[src/rtl/piton_sd_blk_xfer_ctrl.sv]
// rtl/piton_sd_blk_xfer_ctrl.sv - multi-block SD read/write sequencer driving the SD controller over Wishbone
// Build option: define PITON_SD_RETRY_EN to reissue a failed block up to MAX_RETRY more times.
module piton_sd_blk_xfer_ctrl #(
  parameter int ADDR_W    = 32,
  parameter int CNT_W     = 16,
  parameter int TMO_W     = 24,
  parameter int MAX_RETRY = 2
) (
  input  logic              clk,
  input  logic              rst,
  input  logic [ADDR_W-1:0] req_addr_sd,
  input  logic [ADDR_W-1:0] req_addr_dma,
  input  logic [CNT_W-1:0]  req_blkcnt,
  input  logic              req_wr,
  input  logic              req_val,
  output logic              req_rdy,
  output logic              resp_val,
  input  logic              resp_rdy,
  output logic              resp_ok,
  output logic              resp_tmo,
  output logic [CNT_W-1:0]  resp_done,
  output logic [7:0]        wb_adr_o,
  output logic [31:0]       wb_dat_o,
  input  logic [31:0]       wb_dat_i,
  output logic              wb_we_o,
  output logic [3:0]        wb_sel_o,
  output logic              wb_cyc_o,
  output logic              wb_stb_o,
  input  logic              wb_ack_i,
  input  logic              sd_int_cmd,
  input  logic              sd_int_data,
  output logic [3:0]        state_o
);

  typedef enum logic [3:0] {
    S_IDLE, S_DMA, S_CMD, S_WAIT_CLR, S_ARG, S_WAIT_CMD, S_RD_CMD_ISR,
    S_RD_RESP0, S_WAIT_DAT, S_RD_DAT_ISR, S_CLR_CMD, S_CLR_DAT, S_RESP
  } state_e;

  // SD controller register map and interrupt status bits
  localparam logic [7:0] REG_ARG      = 8'h00;
  localparam logic [7:0] REG_CMD      = 8'h04;
  localparam logic [7:0] REG_RESP0    = 8'h08;
  localparam logic [7:0] REG_CMD_ISR  = 8'h34;
  localparam logic [7:0] REG_DATA_ISR = 8'h3c;
  localparam logic [7:0] REG_DMA      = 8'h60;
  localparam int         INT_CMD_CC   = 0;
  localparam int         INT_DATA_CC  = 0;
  localparam logic [TMO_W-1:0] TMO_MAX = '1;

  state_e             state_q, state_d;
  logic [ADDR_W-1:0]  sd_q, sd_d, dma_q, dma_d;
  logic [CNT_W-1:0]   left_q, left_d, done_q, done_d;
  logic               wr_q, wr_d;
  logic [TMO_W-1:0]   tmo_q, tmo_d;
  logic               fail_q, fail_d;   // current attempt failed
  logic               tfl_q, tfl_d;     // that failure was a timeout
  logic               ok_q, ok_d, rtmo_q, rtmo_d, rval_q, rval_d;
  logic               stb_q, stb_d, we_q, we_d;
  logic [7:0]         adr_q, adr_d;
  logic [31:0]        dat_q, dat_d;
  logic               bus_ack, waiting, resp0_ok;
  logic               unused_dat;
`ifdef PITON_SD_RETRY_EN
  localparam int RTY_W = $clog2(MAX_RETRY + 2);
  logic [RTY_W-1:0]   rty_q, rty_d;
`else
  localparam int unused_max_retry = MAX_RETRY;
`endif

  assign bus_ack    = stb_q && wb_ack_i;
  assign resp0_ok   = (wb_dat_i[31:19] == 13'd0) && (wb_dat_i[16:13] == 4'd0);
  assign unused_dat = ^{wb_dat_i[18:17], wb_dat_i[12:1]};

  assign req_rdy   = (state_q == S_IDLE);
  assign resp_val  = rval_q;
  assign resp_ok   = ok_q;
  assign resp_tmo  = rtmo_q;
  assign resp_done = done_q;
  assign wb_adr_o  = adr_q;
  assign wb_dat_o  = dat_q;
  assign wb_we_o   = we_q;
  assign wb_stb_o  = stb_q;
  assign wb_cyc_o  = stb_q;
  assign wb_sel_o  = 4'hf;
  assign state_o   = state_q;

  // Sequencing, per-block bookkeeping and the next bus request
  always_comb begin
    state_d = state_q; sd_d = sd_q; dma_d = dma_q; left_d = left_q; done_d = done_q;
    wr_d = wr_q; tmo_d = tmo_q; fail_d = fail_q; tfl_d = tfl_q;
    ok_d = ok_q; rtmo_d = rtmo_q; waiting = 1'b0;
`ifdef PITON_SD_RETRY_EN
    rty_d = rty_q;
`endif
    case (state_q)
      S_IDLE: if (req_val) begin
        sd_d = req_addr_sd; dma_d = req_addr_dma; left_d = req_blkcnt; wr_d = req_wr;
        done_d = '0; fail_d = 1'b0; tfl_d = 1'b0; rtmo_d = 1'b0;
`ifdef PITON_SD_RETRY_EN
        rty_d = '0;
`endif
        ok_d    = (req_blkcnt == '0);
        state_d = (req_blkcnt == '0) ? S_RESP : S_DMA;
      end
      S_DMA:        if (bus_ack) state_d = S_CMD;
      S_CMD:        if (bus_ack) state_d = S_WAIT_CLR;
      S_WAIT_CLR:   if (!sd_int_cmd && !sd_int_data) state_d = S_ARG; else waiting = 1'b1;
      S_ARG:        if (bus_ack) state_d = S_WAIT_CMD;
      S_WAIT_CMD:   if (sd_int_cmd) state_d = S_RD_CMD_ISR; else waiting = 1'b1;
      S_RD_CMD_ISR: if (bus_ack) begin
        fail_d  = !wb_dat_i[INT_CMD_CC];
        state_d = wb_dat_i[INT_CMD_CC] ? S_RD_RESP0 : S_CLR_CMD;
      end
      S_RD_RESP0:   if (bus_ack) begin
        fail_d  = !resp0_ok;
        state_d = resp0_ok ? S_WAIT_DAT : S_CLR_CMD;
      end
      S_WAIT_DAT:   if (sd_int_data) state_d = S_RD_DAT_ISR; else waiting = 1'b1;
      S_RD_DAT_ISR: if (bus_ack) begin
        fail_d  = !wb_dat_i[INT_DATA_CC];
        state_d = S_CLR_CMD;
      end
      S_CLR_CMD:    if (bus_ack) state_d = S_CLR_DAT;
      S_CLR_DAT:    if (bus_ack) begin
        if (!fail_q) begin
          done_d = done_q + CNT_W'(1);
          left_d = left_q - CNT_W'(1);
          sd_d   = sd_q + ADDR_W'(1);
          dma_d  = dma_q + ADDR_W'(512);
`ifdef PITON_SD_RETRY_EN
          rty_d  = '0;
`endif
          ok_d    = (left_d == '0);
          state_d = (left_d == '0) ? S_RESP : S_DMA;
        end else begin
`ifdef PITON_SD_RETRY_EN
          if (int'(rty_q) < MAX_RETRY) begin
            rty_d = rty_q + RTY_W'(1); fail_d = 1'b0; tfl_d = 1'b0; state_d = S_DMA;
          end else begin
            ok_d = 1'b0; rtmo_d = tfl_q; state_d = S_RESP;
          end
`else
          ok_d = 1'b0; rtmo_d = tfl_q; state_d = S_RESP;
`endif
        end
      end
      S_RESP:       if (resp_rdy) state_d = S_IDLE;
      default:      state_d = S_IDLE;
    endcase

    // A stalled wait counts toward its timeout; hitting the ceiling fails the block
    if (waiting) begin
      tmo_d = tmo_q + TMO_W'(1);
      if (tmo_d == TMO_MAX) begin
        fail_d = 1'b1; tfl_d = 1'b1; state_d = S_CLR_CMD;
      end
    end
    if (state_d != state_q && state_d inside {S_WAIT_CLR, S_WAIT_CMD, S_WAIT_DAT})
      tmo_d = '0;

    // Bus outputs are registered copies of what the next state needs
    rval_d = (state_d == S_RESP);
    stb_d = 1'b1; we_d = 1'b1; adr_d = 8'h00; dat_d = 32'h0;
    case (state_d)
      S_DMA:        begin adr_d = REG_DMA; dat_d = 32'(dma_d); end
      S_CMD:        begin
        adr_d = REG_CMD;
        dat_d = {18'b0, wr_d ? 6'd24 : 6'd17, 1'b0, wr_d ? 2'h2 : 2'h1, 3'b110, 2'h1};
      end
      S_ARG:        begin adr_d = REG_ARG; dat_d = 32'(sd_d); end
      S_RD_CMD_ISR: begin adr_d = REG_CMD_ISR;  we_d = 1'b0; end
      S_RD_RESP0:   begin adr_d = REG_RESP0;    we_d = 1'b0; end
      S_RD_DAT_ISR: begin adr_d = REG_DATA_ISR; we_d = 1'b0; end
      S_CLR_CMD:    adr_d = REG_CMD_ISR;
      S_CLR_DAT:    adr_d = REG_DATA_ISR;
      default:      begin stb_d = 1'b0; we_d = 1'b0; end
    endcase
  end

  // State and datapath registers; reset abandons any request in flight
  always_ff @(posedge clk or posedge rst) begin
    if (rst) begin
      state_q <= S_IDLE; sd_q <= '0; dma_q <= '0; left_q <= '0; done_q <= '0;
      wr_q <= 1'b0; tmo_q <= '0; fail_q <= 1'b0; tfl_q <= 1'b0;
      ok_q <= 1'b0; rtmo_q <= 1'b0; rval_q <= 1'b0;
      stb_q <= 1'b0; we_q <= 1'b0; adr_q <= 8'h00; dat_q <= 32'h0;
`ifdef PITON_SD_RETRY_EN
      rty_q <= '0;
`endif
    end else begin
      state_q <= state_d; sd_q <= sd_d; dma_q <= dma_d; left_q <= left_d; done_q <= done_d;
      wr_q <= wr_d; tmo_q <= tmo_d; fail_q <= fail_d; tfl_q <= tfl_d;
      ok_q <= ok_d; rtmo_q <= rtmo_d; rval_q <= rval_d;
      stb_q <= stb_d; we_q <= we_d; adr_q <= adr_d; dat_q <= dat_d;
`ifdef PITON_SD_RETRY_EN
      rty_q <= rty_d;
`endif
    end
  end

endmodule

[config.mk]
export PLATFORM = sky130hd
export DESIGN_NAME = piton_sd_blk_xfer_ctrl
export DESIGN_NICKNAME = d
export VERILOG_FILES = /design/src/rtl/piton_sd_blk_xfer_ctrl.sv
export SDC_FILE = /design/constraint.sdc
export NUM_CORES = 1
export LEC_CHECK = 0
export CORE_MARGIN = 5
export CORE_UTILIZATION = 45
export DETAILED_ROUTE_END_ITERATION = 6
export PLACE_DENSITY = 0.74
export SLEW_MARGIN = 20
export SYNTH_ARGS = -nofsm -noshare
export SYNTH_HDL_FRONTEND = slang
export SYNTH_SLANG_ARGS = --single-unit
[constraint.sdc]
create_clock -name clk -period 4.6 [get_ports clk]
set_input_delay 0.46 -clock clk [delete_from_list [all_inputs] [get_ports clk]]
set_output_delay 0.46 -clock clk [all_outputs]
set_load 0.05 [all_outputs]
==> summary.log, run 1 <==
[synth] summed instance area of the synthesized netlist 0.00960 mm2
[timing] period utilisation layout 83.8%
[worst_setup_path] kind of critical path flip-flop to flip-flop
[cts] clock sink total 169
[cts] number of H-tree branching levels 4
[synth] dominant register cell in the synthesized netlist sky130_fd_sc_hd__dfrtp_1
[synth] Async SR Flop Fraction 100%
[synth] post-synth top area cell sky130_fd_sc_hd__dfrtp_1
[placed_design] cell count after placement 1,480
[cts] post-cts resize count 0
[worst_setup_path] Required @ worst endpoint 4.87 ns
[detailed_routing] total wire length 28,500 um
[synth] most numerous cell in the Yosys netlist sky130_fd_sc_hd__dfrtp_1
[timing] Relative slew margins 32.4%
[placed_design] input/output buffers 169
[power_and_ir_drop] IR Drop Worst-Case VDD 0.419 mV
[synth] unique cell type count in the Yosys netlist 86
[finish] number of nets at the end of the flow 1,351
[die] core area 0.0210 mm2
[detailed_routing] Via density 5.94
[finish] fraction of the core area covered by cells at the end of the flow 57.6%
[die] die outline area 0.0244 mm2
[detailed_routing] DR vias 8,985
[die] vertical extent of the die 156 um
[detailed_routing] routed wire length per instance 18.8 um
[worst_setup_path] Max FO, Critical Path 14
[synth] Yosys Warn Count 0
[placed_design] gpl congestion 0.922
[timing] worst-case hold slack 0.479 ns
[worst_setup_path] kind of start point of the critical path flip-flop
[synth] proportion of netlist area held by the largest area contributor 44.0%
[detailed_routing] number of routed nets with antenna violations 0
[finish] number of diodes added for antenna fixing 0
[timing] final setup violation count 0
[global_routing] largest net degree at the start of global routing 170
[synth] top cells by area in the synthesized netlist sky130_fd_sc_hd__dfrtp_1 44%, sky130_fd_sc_hd__nand2_1 5.7%, sky130_fd_sc_hd__nor2_1 4.2%, sky130_fd_sc_hd__o21ai_0 3.8%, sky130_fd_sc_hd__xor2_1 2.4%
[finish] Final Non-Filler Cells 1,512
[global_routing] Remaining Overflow, GRT 0
[timing] setup repair after global routing missed its margin no
[cts] total of hold buffers inserted after clock tree synthesis 0
[cts] cell at the root of the clock tree sky130_fd_sc_hd__clkbuf_16
[detailed_routing] number of detailed-route iterations in the first pass 7
[hold_path] Tightest Hold Check Type flip-flop to flip-flop
[cts] cts bufs inserted 17
[finish] share of final-layout standard cells stronger than drive strength 1 5.25%
[cts] Post-CTS Setup Bufs 0
[timing] final count of pins violating max slew 0
[finish] final instance area 0.0121 mm2
[cts] CTS tree yes
[synth] post-synthesis average cell area 8.88 um2
[cts] Clock transition at path regs 0.07 ns
[cts] clk_lat worst skew 0.43 ns
[die] die boundary width 156 um
[placed_design] HPWL Detailed 19,500 um
[timing] actual transition at the worst max-transition pin 1.01 ns
[die] initial standard-cell utilization of the core 45.7%
[timing] final hold viol count 0
[power_and_ir_drop] power per standard cell area 628 mW/mm2
[power_and_ir_drop] Final Power 7.61 mW
[timing] Final WS setup 0.746 ns
[status] status complete, but fails checks
[finish] Area growth, synth to finish 26.2%
[placed_design] post-placement cell area 0.0115 mm2
[synth] sequential element share of the synthesized area 44.0%
[status] failing checks DRC
[cts] Max Root-Sink Buffers 2
[die] number of core rows 53
[global_routing] number of antenna violations at the first check in global routing 0
[synth] count of mapped cells out of synthesis 1,081
[timing] aggregate negative setup slack 0 ns
[detailed_routing] DRC violations left 2
[job] number of max-cap violations 0
[detailed_routing] number of design-rule violations left by the first detailed-router iteration 822
[timing] fmax 0.259 GHz
[global_routing] total routing resource utilization after global routing 23.2%
[timing] shortest period the worst path allows 3.85 ns
[die] Boundary Pins 191
[worst_setup_path] critical path endpoint category flip-flop
[global_routing] number of global-route vias before repair 8,641
[timing] post-route clock skew 0.0164 ns
[worst_setup_path] worst path arrival time 4.13 ns
[synth] count of flip-flops with a built-in enable after synthesis 0
[synth] number of flip-flops and latches in the synthesized netlist 169
[synth] synth cell count leaders 169 x sky130_fd_sc_hd__dfrtp_1, 147 x sky130_fd_sc_hd__nand2_1, 108 x sky130_fd_sc_hd__nor2_1
[placed_design] worst slack at placement 0.723 ns
[finish] fill count 1,820
[power_and_ir_drop] leakage component of the power 5.03 nW
[global_routing] global-route wire length before repair 45,400 um
==> path summary, 6_finish.rpt <==
kind	end	depth (start not counted)	slack [ns]	start
max	wb_dat_o[0]	10	0.75	left_q[0]
min	dma_q[1]	2	0.48	dma_q[1]
max reg2reg	wb_dat_o[0]	10	0.75	left_q[0]
min reg2reg	dma_q[1]	2	0.48	dma_q[1]
max in group asynchronous	tmo_q[2]	3	3.20	rst
min in group asynchronous	left_q[13]	3	0.57	rst
==> report_power, final <==
| group | total (mW) | leakage [nW] | internal [mW] | switching [mW] |
|---|---|---|---|---|
| combinational | 3.47 | 2.55 | 1.27 | 2.20 |
| sequential | 2.59 | 2.19 | 2.02 | 0.574 |
| clock | 1.54 | 0.296 | 0.919 | 0.624 |
==> cells in the final DEF, fill, tap and decap left out, drive strengths merged, types with 8 or more instances in the layout <==
cell type,count
a21oi,44
a221o,22
a31oi,8
a32o,20
and2,14
and3,23
and4,10
buf,17
clkbuf,20
clkdlybuf4s50,169
dfrtp,169
inv,42
mux2i,8
nand2,147
nand2b,9
nand3,36
nand4,25
nor2,110
nor2b,8
nor3,27
nor3b,8
nor4,24
o21ai,73
or3,10
xnor2,20
xor2,27
==> critical path: stages, from the launching register on <==
cell and delay, ns:
sky130_fd_sc_hd__dfrtp_1 0.47, sky130_fd_sc_hd__inv_1 0.09, sky130_fd_sc_hd__ha_1 0.28, sky130_fd_sc_hd__or4b_1 0.57, sky130_fd_sc_hd__nor4_1 0.27, sky130_fd_sc_hd__a311oi_1 0.13
sky130_fd_sc_hd__o41ai_2 0.50, sky130_fd_sc_hd__a21oi_4 0.16, sky130_fd_sc_hd__nor2_2 0.35, sky130_fd_sc_hd__or3_1 0.65, sky130_fd_sc_hd__o221ai_1 0.22
==> state kept, by name (all words and copies together), names as in the netlist <==
| signal | count |
|---|---|
| dma_q | 32 |
| sd_q | 32 |
| wb_dat_o | 32 |
| tmo_q | 24 |
| left_q | 16 |
| resp_done | 16 |
| wb_adr_o | 5 |
| state_o | 4 |
| fail_q | 1 |
| resp_ok | 1 |
| resp_tmo | 1 |
| resp_val | 1 |
| tfl_q | 1 |
| wb_cyc_o | 1 |
| wb_we_o | 1 |
| wr_q | 1 |
==> routing by layer <==
metal	share of wire, %	GRT usage (%)	vias to the layer above
met1	43	32.1	4378
met3	7.6	5.88	42
met5	0	0	-
met2	46	35.8	325
li1	-	-	4240
met4	2.5	7.75	0
==> cell type report <==
type / instances / area (um2) / share of cell area [%]
tap: 275 / 344 / 2.84
multi-input combinational: 811 / 4940 / 40.7
timing repair buffer: 186 / 1830 / 15.1
clock inverter: 12 / 188 / 1.55
sequential: 169 / 4230 / 34.9
clock buffer: 20 / 437 / 3.60
inverter: 39 / 150 / 1.24
==> cells by family (layout without fill, tap and decap cells) <==
| kind of cell | Yosys count | after routing | share of synthesized area [%] |
|---|---|---|---|
| AND/OR/NAND/NOR | 475 | 475 | 24.8 |
| AO/OA/AOI/OAI | 267 | 267 | 20.1 |
| flip-flops | 169 | 169 | 44.0 |
| buffers and inverters | 106 | 257 | 4.86 |
| XOR/XNOR | 47 | 47 | 4.36 |
| multiplexers | 8 | 8 | 0.834 |
| adder cells (fa/ha/maj) | 7 | 7 | 0.912 |
| other | 2 | 7 | 0.0782 |
(Power assumes the default switching activity.)
==> run 2, diff against run 1 <==
Settings changed: PLACE_DENSITY 0.74 to 0.71.
Clock period 4.6 ns to 4.05 ns, I/O delays scaled along.
==> run 2 against run 1 <==
Effect of this change:
- the flow now finishes without violations
- largest cell class unchanged
- core utilization increased by 0.48 points
- total power increased by 14%
- clock power increased by 9.7%
==> summary.log, run 2 (same netlist as run 1, synthesis figures left out) <==
[status] status completed
[global_routing] number of global-route vias before repair 8,683
[worst_setup_path] critical path endpoint category flip-flop
[die] number of core rows 53
[finish] share of final-layout standard cells stronger than drive strength 1 6.41%
[finish] Area growth, synth to finish 27.2%
[power_and_ir_drop] IR Drop Worst-Case VDD 0.531 mV
[detailed_routing] routed wire length per instance 18.7 um
[global_routing] routing usage on met3 6.10%
[cts] total of hold buffers inserted after clock tree synthesis 0
[worst_setup_path] Required @ worst endpoint 4.35 ns
[timing] final hold viol count 0
[power_and_ir_drop] power per standard cell area 709 mW/mm2
[job] number of max-cap violations 0
[timing] Relative slew margins 37.4%
[timing] aggregate negative setup slack 0 ns
[placed_design] HPWL Detailed 19,900 um
[die] initial standard-cell utilization of the core 45.7%
[timing] final setup violation count 0
[finish] number of nets at the end of the flow 1,363
[timing] fmax 0.273 GHz
[detailed_routing] total wire length 28,400 um
[die] die outline area 0.0244 mm2
[detailed_routing] number of design-rule violations left by the first detailed-router iteration 876
[detailed_routing] number of routed nets with antenna violations 0
[global_routing] Remaining Overflow, GRT 0
[finish] final instance area 0.0122 mm2
[timing] setup repair after global routing missed its margin no
[cts] CTS tree yes
[cts] clock sink total 169
[die] Boundary Pins 191
[worst_setup_path] Max FO, Critical Path 24
[detailed_routing] number of detailed-route iterations in the first pass 6
[timing] period utilisation layout 90.3%
[hold_path] Tightest Hold Check Type flip-flop to flip-flop
[cts] Post-CTS Setup Bufs 0
[cts] cts bufs inserted 17
[cts] Clock transition at path regs 0.07 ns
[finish] fill count 1,817
[global_routing] number of antenna violations at the first check in global routing 0
[global_routing] total routing resource utilization after global routing 23.4%
[placed_design] input/output buffers 169
[detailed_routing] DRC violations left 0
[cts] Max Root-Sink Buffers 2
[finish] number of diodes added for antenna fixing 0
[timing] shortest period the worst path allows 3.66 ns
[die] die boundary width 156 um
[worst_setup_path] kind of critical path flip-flop to flip-flop
[finish] commonest cells after routing, fill and taps aside 169 x sky130_fd_sc_hd__dfrtp_1, 169 x sky130_fd_sc_hd__clkdlybuf4s50_1, 147 x sky130_fd_sc_hd__nand2_1
[placed_design] post-placement cell area 0.0116 mm2
[power_and_ir_drop] leakage component of the power 5.09 nW
[cts] post-cts resize count 0
[global_routing] global-route wire length before repair 45,900 um
[global_routing] grt met1 use 33.2%
[detailed_routing] DR vias 9,015
[cts] clk_lat worst skew 0.43 ns
[power_and_ir_drop] Final Power 8.66 mW
[global_routing] layer carrying the most global-route usage met2
[detailed_routing] Via density 5.92
[timing] actual transition at the worst max-transition pin 0.937 ns
[die] core area 0.0210 mm2
[global_routing] met2 GRT Util 35.3%
[timing] final count of pins violating max slew 0
[die] vertical extent of the die 156 um
[cts] number of H-tree branching levels 4
[worst_setup_path] kind of start point of the critical path flip-flop
[worst_setup_path] worst path arrival time 3.96 ns
[timing] post-route clock skew 0.0105 ns
[placed_design] gpl congestion 0.885
[global_routing] largest net degree at the start of global routing 86
[cts] cell at the root of the clock tree sky130_fd_sc_hd__clkbuf_16
## run 2: cell count changes in the layout (fill, tap and decap cells not counted), sizes merged
cell	delta
buf	+12
bufinv	-2
clkbuf	-1
inv	+3
## run 2: report_power, final
part | switching (mW) | internal (mW)
clock network | 0.733 | 0.961
logic | 2.50 | 1.51
registers | 0.663 | 2.29
## run 2: worst max-delay path, cell delays in order (launching register included)
cell                        delay (ns)
sky130_fd_sc_hd__dfrtp_1          0.47
sky130_fd_sc_hd__inv_1            0.09
sky130_fd_sc_hd__ha_1             0.28
sky130_fd_sc_hd__or4b_1           0.58
sky130_fd_sc_hd__o21ai_0          0.20
sky130_fd_sc_hd__nand4_1          0.19
sky130_fd_sc_hd__nor4_2           0.52
sky130_fd_sc_hd__o21ai_2          0.20
sky130_fd_sc_hd__a2111oi_0        0.45
sky130_fd_sc_hd__o2bb2ai_1        0.16
sky130_fd_sc_hd__buf_4            0.29
sky130_fd_sc_hd__a211oi_1         0.09
## run 2: per-layer routing
metal	share of wire, %	wire, um
met5	0	0
met4	2.4	675
met2	45	12800
met3	8.2	2320
met1	44	12600
## run 2: final timing paths
kind / end / slack (ns) / depth (start not counted) / start
max: tmo_q[1] / 0.39 / 11 / left_q[0]
min: dma_q[7] / 0.48 / 2 / dma_q[7]
max reg2reg: tmo_q[1] / 0.39 / 11 / left_q[0]
min reg2reg: dma_q[7] / 0.48 / 2 / dma_q[7]
max in group asynchronous: wb_dat_o[26] / 2.60 / 3 / rst
min in group asynchronous: left_q[12] / 0.51 / 2 / rst
## run 2: stage by stage
| step | instances | worst slack [ns] | hold WS [ns] | utilization (%) |
|---|---|---|---|---|
| 3_3_place_gp | 1492 | 0.495 | 0.455 | 55.2 |
| 6_report | 1524 | 0.392 | 0.476 | 58.1 |
| 5_1_grt | 1524 | 0.0809 | 0.505 | 58.1 |
| 2_1_floorplan | 1086 | 0.774 | 0.441 | - |
| 4_1_cts | 1524 | 0.371 | 0.479 | 58.1 |
| 3_5_place_dp | 1492 | 0.387 | 0.462 | 55.2 |
## run 2: final cells by class
type | instances | area (um2) | share of cell area, %
inverter | 39 | 150 | 1.23
sequential | 169 | 4230 | 34.6
clock buffer | 19 | 453 | 3.71
timing repair buffer | 198 | 1950 | 15.9
clock inverter | 13 | 156 | 1.28
tap | 275 | 344 | 2.82
multi-input combinational | 811 | 4940 | 40.4
==> run 3, diff against run 2 <==
Settings changed: CORE_ASPECT_RATIO set to 1.4.
==> run 3 against run 2 <==
Effect of this change:
- clock skew hardly changed
- core utilization is 0.48 points lower
- sequential cell count stayed put
- critical path type unchanged
- largest power group unchanged
- highest routed layer is now met5
==> summary.log, run 3 (same netlist as run 1, synthesis figures left out) <==
[worst_setup_path] kind of start point of the critical path flip-flop
[detailed_routing] number of detailed-route iterations in the first pass 5
[placed_design] gpl congestion 0.918
[cts] total of hold buffers inserted after clock tree synthesis 0
[worst_setup_path] worst path arrival time 3.95 ns
[die] die outline area 0.0244 mm2
[cts] Post-CTS Setup Bufs 0
[detailed_routing] total wire length 29,300 um
[timing] Relative slew margins 38.7%
[timing] final count of pins violating max slew 0
[timing] period utilisation layout 90.2%
[power_and_ir_drop] switching power total 3.90 mW
[cts] clk_lat worst skew 0.43 ns
[detailed_routing] DR vias 9,057
[finish] share of final-layout standard cells stronger than drive strength 1 6.17%
[global_routing] Remaining Overflow, GRT 0
[finish] Area growth, synth to finish 26.8%
[power_and_ir_drop] IR Drop Worst-Case VDD 0.457 mV
[timing] final hold viol count 0
[finish] number of nets at the end of the flow 1,362
[worst_setup_path] kind of critical path flip-flop to flip-flop
[cts] clock sink total 169
[timing] aggregate negative setup slack 0 ns
[worst_setup_path] launch point of the worst path left_q[1]
[global_routing] number of global-route vias before repair 8,972
[power_and_ir_drop] power per standard cell area 707 mW/mm2
[detailed_routing] routed wire length per instance 19.4 um
[placed_design] input/output buffers 169
[die] number of core rows 63
[cts] CTS tree yes
[cts] number of H-tree branching levels 4
[power_and_ir_drop] portion of total power attributed to combinational logic 46.5%
[timing] final setup violation count 0
[cts] post-cts resize count 0
[hold_path] Tightest Hold Check Type input port to asynchronous set/reset pin
[global_routing] total routing resource utilization after global routing 23.8%
[power_and_ir_drop] Int Pwr 4.71 mW
[finish] final instance area 0.0122 mm2
[power_and_ir_drop] Clk pwr share 19.0%
[die] core area 0.0211 mm2
[timing] shortest period the worst path allows 3.65 ns
[die] vertical extent of the die 183 um
[timing] post-route clock skew 0.0100 ns
[placed_design] HPWL Detailed 20,800 um
[finish] commonest cells after routing, fill and taps aside 169 x sky130_fd_sc_hd__dfrtp_1, 169 x sky130_fd_sc_hd__clkdlybuf4s50_1, 147 x sky130_fd_sc_hd__nand2_1
[detailed_routing] DRC violations left 0
[status] status completed
[worst_setup_path] Required @ worst endpoint 4.35 ns
[detailed_routing] number of routed nets with antenna violations 0
[global_routing] global-route wire length before repair 46,900 um
[timing] fmax 0.274 GHz
[power_and_ir_drop] Switching Share 45.3%
[die] die boundary width 133 um
[cts] cell at the root of the clock tree sky130_fd_sc_hd__clkbuf_16
[job] number of max-cap violations 0
[detailed_routing] Via density 5.99
[detailed_routing] number of design-rule violations left by the first detailed-router iteration 757
[global_routing] number of antenna violations at the first check in global routing 3
[placed_design] post-placement cell area 0.0116 mm2
[global_routing] largest net degree at the start of global routing 80
[die] initial standard-cell utilization of the core 45.5%
[worst_setup_path] startpoint of the most critical register-to-register path left_q[1]
[cts] Max Root-Sink Buffers 2
[die] Boundary Pins 191
[timing] worst-case hold slack 0.362 ns
[timing] setup repair after global routing missed its margin no
[worst_setup_path] Max FO, Critical Path 24
[timing] actual transition at the worst max-transition pin 0.916 ns
[cts] Clock transition at path regs 0.07 ns
[power_and_ir_drop] leakage component of the power 5.07 nW
[power_and_ir_drop] part of the total power dissipated in sequential elements 34.5%
[cts] cts bufs inserted 17
[worst_setup_path] critical path endpoint category flip-flop
-- run 3: stage by stage --
stage / util, % / std cells / total power, mW / worst slack (ns)
floorplan: - / 1086 / 5.63 / 0.774
detailed placement: 54.7 / 1475 / 6.94 / 0.487
CTS: 57.5 / 1507 / 8.62 / 0.365
global route: 57.6 / 1511 / 9.16 / 0.174
finish: 57.6 / 1511 / 8.61 / 0.398
global placement: 54.7 / 1475 / 6.87 / 0.515
-- run 3: path summary, 6_finish.rpt --
kind | to | slack (ns) | cells after the start
max | tmo_q[1] | 0.40 | 11
min reg2reg | dma_q[7] | 0.48 | 2
min | resp_done[15] | 0.36 | 2
max reg2reg | tmo_q[1] | 0.40 | 11
min in group clk | dma_q[7] | 0.48 | 2
max in group asynchronous | state_o[2] | 2.69 | 4
-- run 3: power groups by stage --
stage | clock [mW] | sequential [mW] | combinational [mW]
2_1_floorplan | 0 | 3.16 | 2.47
3_3_place_gp | 0 | 2.96 | 3.91
3_5_place_dp | 0 | 2.97 | 3.97
4_1_cts | 1.67 | 2.95 | 4.00
5_1_grt | 1.74 | 3.06 | 4.35
6_report | 1.64 | 2.97 | 4.00
-- run 3: cell type report --
type / count / area [um2]
diodes: 3 / 7.51
flip-flops and latches: 169 / 4230
multi-input cells: 811 / 4940
clock buffers: 20 / 447
fillers: 1898 / 8950
inverters: 39 / 150
repair buffers: 197 / 1940
clock inverters: 12 / 141
well taps: 260 / 325
-- run 3: routing by layer --
| layer | GRT usage (%) | up-vias | share of wire [%] |
|---|---|---|---|
| li1 | - | 4258 | - |
| met1 | 29.1 | 4406 | 39 |
| met2 | 41.7 | 328 | 52 |
| met3 | 3.90 | 63 | 5.4 |
| met4 | 10.3 | 2 | 3.4 |
| met5 | 0 | - | 0.044 |
-- run 3: worst max-delay path, stage by stage (launching register included) --
cell and delay, ns:
sky130_fd_sc_hd__dfrtp_1 0.42, sky130_fd_sc_hd__inv_1 0.11, sky130_fd_sc_hd__ha_1 0.29, sky130_fd_sc_hd__or4b_1 0.59, sky130_fd_sc_hd__nor4_1 0.27, sky130_fd_sc_hd__a311oi_1 0.13, sky130_fd_sc_hd__nor4_2 0.48, sky130_fd_sc_hd__o21ai_2 0.19
sky130_fd_sc_hd__a2111oi_0 0.46, sky130_fd_sc_hd__o2bb2ai_1 0.18, sky130_fd_sc_hd__buf_4 0.30, sky130_fd_sc_hd__a211oi_1 0.09
